### config.mk
export PLATFORM = sky130hd
export DESIGN_NAME = heartbeat_kicker
export DESIGN_NICKNAME = d
export VERILOG_FILES = /design/src/rtl/wd_pkg.sv /design/src/rtl/hb_interval_timer.sv /design/src/rtl/heartbeat_kicker.sv
export SDC_FILE = /design/constraint.sdc
export NUM_CORES = 1
export LEC_CHECK = 0
export ABC_AREA = 0
export CAP_MARGIN = 20
export CELL_PAD_IN_SITES_DETAIL_PLACEMENT = 1
export CELL_PAD_IN_SITES_GLOBAL_PLACEMENT = 1
export CORE_UTILIZATION = 48
export CTS_BUF_LIST = sky130_fd_sc_hd__clkbuf_4 sky130_fd_sc_hd__clkbuf_8
export DETAILED_ROUTE_END_ITERATION = 8
export PLACE_DENSITY_LB_ADDON = 0.05
export SKIP_CTS_REPAIR_TIMING = 1
export SLEW_MARGIN = 25
export SYNTH_ARGS = -nofsm -noshare
export SYNTH_HDL_FRONTEND = slang
export SYNTH_SLANG_ARGS = --single-unit
### constraint.sdc
create_clock -name clk -period 4.35 [get_ports clk]
set_clock_uncertainty 0.2 [all_clocks]
set_input_delay 1.0875 -clock clk [delete_from_list [all_inputs] [get_ports clk]]
set_output_delay 1.0875 -clock clk [all_outputs]
set_load 0.02 [all_outputs]
### src/rtl/wd_pkg.sv
// Shared definitions for the watchdog path: kicker state encoding and the
// width of the heartbeat counter.
package wd_pkg;

    localparam int KICK_CNT_W = 16;

    typedef enum logic [1:0] {
        ST_DISABLED = 2'd0,
        ST_RUNNING  = 2'd1,
        ST_STARVED  = 2'd2,
        ST_TRIPPED  = 2'd3
    } wd_state_e;

    function automatic logic [KICK_CNT_W-1:0] sat_inc(input logic [KICK_CNT_W-1:0] value);
        return (&value) ? value : value + 1'b1;
    endfunction

endpackage

### src/rtl/hb_interval_timer.sv
// Loadable down-counter that holds at zero and flags it; used for both the
// heartbeat gap and the host-silence timeout.
module hb_interval_timer #(
    parameter int W = 32
) (
    input  logic         clk,
    input  logic         rst,
    input  logic         load,
    input  logic [W-1:0] load_value,
    input  logic         step,
    output logic         zero
);

    logic [W-1:0] count;

    // NOTE: state registers use non-blocking assignments so every flop samples
    // pre-edge values regardless of process evaluation order.
    always_ff @(posedge clk or posedge rst) begin
        if (rst) begin
            count <= '0;
        end else if (load) begin
            count <= load_value;
        end else if (step && !zero) begin
            count <= count - 1'b1;
        end
    end

    assign zero = (count == '0);

endmodule

### src/rtl/heartbeat_kicker.sv
// Turns host keepalives into rate-limited watchdog heartbeats, starves the
// watchdog on host silence and latches after a trip until re-armed.
module heartbeat_kicker
    import wd_pkg::*;
#(
    parameter int MIN_GAP      = 1000,
    parameter int HOST_TIMEOUT = 125_000_000,
    parameter int CNT_W        = 32
) (
    input  logic                  clk,
    input  logic                  rst,
    input  logic                  enable_req,
    input  logic                  host_alive,
    input  logic                  rearm,
    input  logic                  wd_triggered,
    output logic                  heartbeat,
    output logic                  wd_enable,
    output wd_state_e             state,
    output logic                  pending,
    output logic [KICK_CNT_W-1:0] kick_count
);

    localparam logic [CNT_W-1:0] GAP_RELOAD     = CNT_W'(MIN_GAP - 1);
    // Silence timer hits zero on the cycle whose next state must be STARVED.
    localparam logic [CNT_W-1:0] SILENCE_RELOAD = CNT_W'(HOST_TIMEOUT - 2);

    wd_state_e        next_state;
    logic             next_pending;
    logic             kick;
    logic             gap_load;
    logic             gap_clear;
    logic             gap_zero;
    logic [CNT_W-1:0] gap_value;
    logic             silence_load;
    logic             silence_zero;

    assign gap_value = gap_clear ? '0 : GAP_RELOAD;

    hb_interval_timer #(.W(CNT_W)) u_gap (
        .clk        (clk),
        .rst        (rst),
        .load       (gap_load),
        .load_value (gap_value),
        .step       (1'b1),
        .zero       (gap_zero)
    );

    hb_interval_timer #(.W(CNT_W)) u_silence (
        .clk        (clk),
        .rst        (rst),
        .load       (silence_load),
        .load_value (SILENCE_RELOAD),
        .step       (state == ST_RUNNING),
        .zero       (silence_zero)
    );

    // NOTE: every signal assigned here gets a default first, so no path can
    // leave one unassigned and infer a latch.
    always_comb begin
        next_state   = state;
        next_pending = pending;
        kick         = 1'b0;
        gap_load     = 1'b0;
        gap_clear    = 1'b0;
        silence_load = 1'b0;

        case (state)
            ST_DISABLED: begin
                if (enable_req) begin
                    next_state   = ST_RUNNING;
                    next_pending = 1'b1;
                    gap_load     = 1'b1;
                    gap_clear    = 1'b1;
                    silence_load = 1'b1;
                end
            end
            ST_RUNNING, ST_STARVED: begin
                if (wd_triggered) begin
                    next_state   = ST_TRIPPED;
                    next_pending = 1'b0;
                end else if (!enable_req) begin
                    next_state   = ST_DISABLED;
                    next_pending = 1'b0;
                end else if (state == ST_STARVED) begin
                    if (host_alive) begin
                        next_state   = ST_RUNNING;
                        next_pending = 1'b1;
                        silence_load = 1'b1;
                    end
                end else begin
                    // A keepalive arriving while a pending kick fires is kept.
                    if ((pending || host_alive) && gap_zero) begin
                        kick         = 1'b1;
                        gap_load     = 1'b1;
                        next_pending = pending && host_alive;
                    end else begin
                        next_pending = pending || host_alive;
                    end
                    if (host_alive) begin
                        silence_load = 1'b1;
                    end else if (silence_zero) begin
                        next_state   = ST_STARVED;
                        next_pending = 1'b0;
                    end
                end
            end
            ST_TRIPPED: begin
                if (rearm) next_state = ST_DISABLED;
            end
            default: next_state = ST_DISABLED;
        endcase
    end

    always_ff @(posedge clk or posedge rst) begin
        if (rst) begin
            state      <= ST_DISABLED;
            heartbeat  <= 1'b0;
            wd_enable  <= 1'b0;
            pending    <= 1'b0;
            kick_count <= '0;
        end else begin
            state     <= next_state;
            heartbeat <= kick;
            wd_enable <= (next_state != ST_DISABLED);
            pending   <= next_pending;
            if (kick) kick_count <= sat_inc(kick_count);
        end
    end

endmodule

==> parameters.txt <==
Parameter                              Value

STA
  Measured slew at the worst slew-check pin ... 0.910 ns
  Setup repair after global routing missed its margin ... false
  Max-slew violations ... 0
  Final-layout setup total negative slack ... 0 ns
  Hold Violations, Final ... 0
  Share of the clock period used by the worst path after layout ... 69.7%
  Headroom to the max-slew limit ... 38.8%
  Fmax ... 330 MHz
  Final critical-path required period ... 3.03 ns
  Setup violators final ... 0

Die
  Area inside the core boundary ... 9420 um2
  Number of standard-cell rows in the floorplan ... 35
  Die extent in y ... 101 um
  Io pins ... 27
  Die X-Extent ... 101 um
  Overall die area ... 10,300 um2
  Initial cell density of the core ... 50.4%

Routing
  Number of detailed-routing iterations run before antenna repair ... 4
  Initial drt markers ... 161
  Per-cell via count in the routed design ... 6.20
  DRC violation count after routing ... 0
  Detailed-route via count ... 4,130
  DR WL/cell ... 18.8 um
  Number of nets still failing antenna checks after routing ... 0
  Detailed Route WL ... 12,500 um

Synth
  Cell accounting for the most synthesized area ... dfrtp_1
  Mapped cell area ... 4750 um2
  Yosys Warn Count ... 0
  Fraction of synthesis flops using an asynchronous set or reset pin ... 100%
  Leading register cell type out of synthesis ... dfrtp_1
  Number of storage elements in the synthesis netlist ... 85
  Count of mapped cells out of synthesis ... 507
  Fraction of post-synthesis cell area in the top cell type by area ... 44.8%
  Sequential cell area fraction in the yosys report ... 44.8%
  Synthesized net count ... 521
  Top area cells in the synthesized netlist ... dfrtp_1 45%, or4_1 4.7%, a21oi_1 4.6%
  Mean Syn Cell Area ... 9.36 um2
  Number of enable-type register cells in the synthesized netlist ... 0
  Number of distinct library cells after synthesis ... 54

Global routing
  GRT Total Usage ... 26.4%
  First-pass GRT wire length ... 21,400 um
  Remaining Overflow, GRT ... 0
  Via count of the first global-routing pass ... 4,381
  Number of antenna violations at the first check in global routing ... 0
  Pin count of the biggest net entering global routing ... 51

CTS
  Clock transition at the registers of the reported paths ... 0.09 ns
  Number of CTS-inserted buffers ... 9
  Clock net sink count ... 85
  H-tree lvl count ... 3
  Largest buffer count on any clock path ... 2
  CTS tree ... built
  Clock Latency Late Sink ... 0.35 ns
  Clock Tree Root ... clkbuf_8

Worst setup path
  Worst setup EP type ... register
  Startpoint-to-endpoint class of the critical path ... reg2reg
  Category of the worst setup path launch point ... register
  Data arrival time of the critical path ... 3.11 ns
  Critical path required time ... 4.43 ns
  Biggest fanout along the worst timing path ... 7

Finish
  Commonest cells after routing, fill and taps aside ... 85 x dfrtp_1, 43 x a21oi_1, 34 x nor2_1
  Commonest non-fill, non-tap cell in the layout ... dfrtp_1
  Area added between synthesis and finish ... 13.8%
  Filler cell count ... 1,075
  Antenna fix cells ... 0
  Net count of the finished layout ... 546
  Proportion of layout cells with a drive suffix above 1 ... 7.45%

Hold path
  Hold/Removal Path Class ... reg2reg

Job
  Max Cap Violations ... 0

Power
  Power per standard cell area ... 571 nW/um2
  Total power ... 0.00308 W
  Static leakage power ... 2.10 nW
  Maximum resistive drop on vdd ... 0.000234 V

Placement
  Count of port buffers added during placement ... 26
  HPWL reported at the end of detailed placement ... 8870 um
  Final estimated routing congestion in global placement ... 0.841

Run status
  Result of the run ... finished, final reports clean
metal layers:
layer	up-vias	global-route usage [%]	share of wire, %
met2	43	49.0	53
li1	1980	-	-
met4	0	7.92	1.3
met1	2094	32.4	44
met3	13	2.55	1.5
met5	-	0	0
synthesized netlist by cell type, drive strengths merged, types with 7 or more instances:
library cell  count
a21oi            44
a31oi             8
and3              7
clkbuf           19
dfrtp            85
ha                8
inv              15
nand2            24
nand3            18
nand4            20
nor2             34
nor3              9
nor4              9
o21ai            24
o31ai            21
or3              28
or4              31
xnor2            21
xor2             14
cell type report:
cell class / instances / area [um2] / area share (%)
inverters: 16 / 61.3 / 1.14
flip-flops and latches: 85 / 2130 / 39.4
well taps: 129 / 161 / 2.99
clock buffers: 13 / 160 / 2.97
clock inverters: 3 / 68.8 / 1.27
repair buffers: 35 / 340 / 6.30
multi-input cells: 385 / 2480 / 46.0
sequential cells by signal, summed over array words and instances, names as in the netlist:
register / count
state: 2
pending: 1
heartbeat: 1
u_silence.count: 32
u_gap.count: 32
kick_count: 16
wd_enable: 1
where the power goes:
| part | switching [W] | internal, W | total (W) |
|---|---|---|---|
| clock | 0.000287 | 0.000360 | 0.000648 |
| sequential | 0.000174 | 0.000943 | 0.00112 |
| combinational | 0.000843 | 0.000474 | 0.00132 |
critical path, stage by stage (launching register included):
cell     delay (ns)
dfrtp_1        0.47
or4_1          0.71
or4_4          0.57
or4_1          0.44
or4_1          0.42
a21oi_1        0.15
cell families after synthesis:
group,Yosys count,synth area share [%]
compound gates,127,17.0
xor+xnor,35,6.46
fa+ha+maj,8,2.11
buf+inv,37,2.98
flops,85,44.8
mux,2,0.474
simple gates,213,26.2
per-stage QoR:
step | setup slack [ns] | hold slack (ns) | cell area [um2] | instances | util [%]
floorplan | 0.869 | 0.280 | 4750 | 507 | -
global placement | 1.11 | 0.286 | 5170 | 650 | 54.9
detailed placement | 1.02 | 0.307 | 5170 | 650 | 54.9
CTS | 1.33 | 0.325 | 5400 | 666 | 57.4
global route | 1.14 | 0.345 | 5400 | 666 | 57.4
finish | 1.32 | 0.319 | 5400 | 666 | 57.4
final timing paths:
check | startpoint | to | slack [ns] | depth (start not counted)
max | u_gap.count[4] | u_gap.count[31] | 1.32 | 5
min | kick_count[7] | kick_count[7] | 0.32 | 1
max reg2reg | u_gap.count[4] | u_gap.count[31] | 1.32 | 5
min reg2reg | kick_count[7] | kick_count[7] | 0.32 | 1
max in group asynchronous | rst | u_silence.count[3] | 2.34 | 3
min in group asynchronous | rst | u_gap.count[11] | 0.92 | 2
No activity file was read; power rests on OpenSTA's default activity.
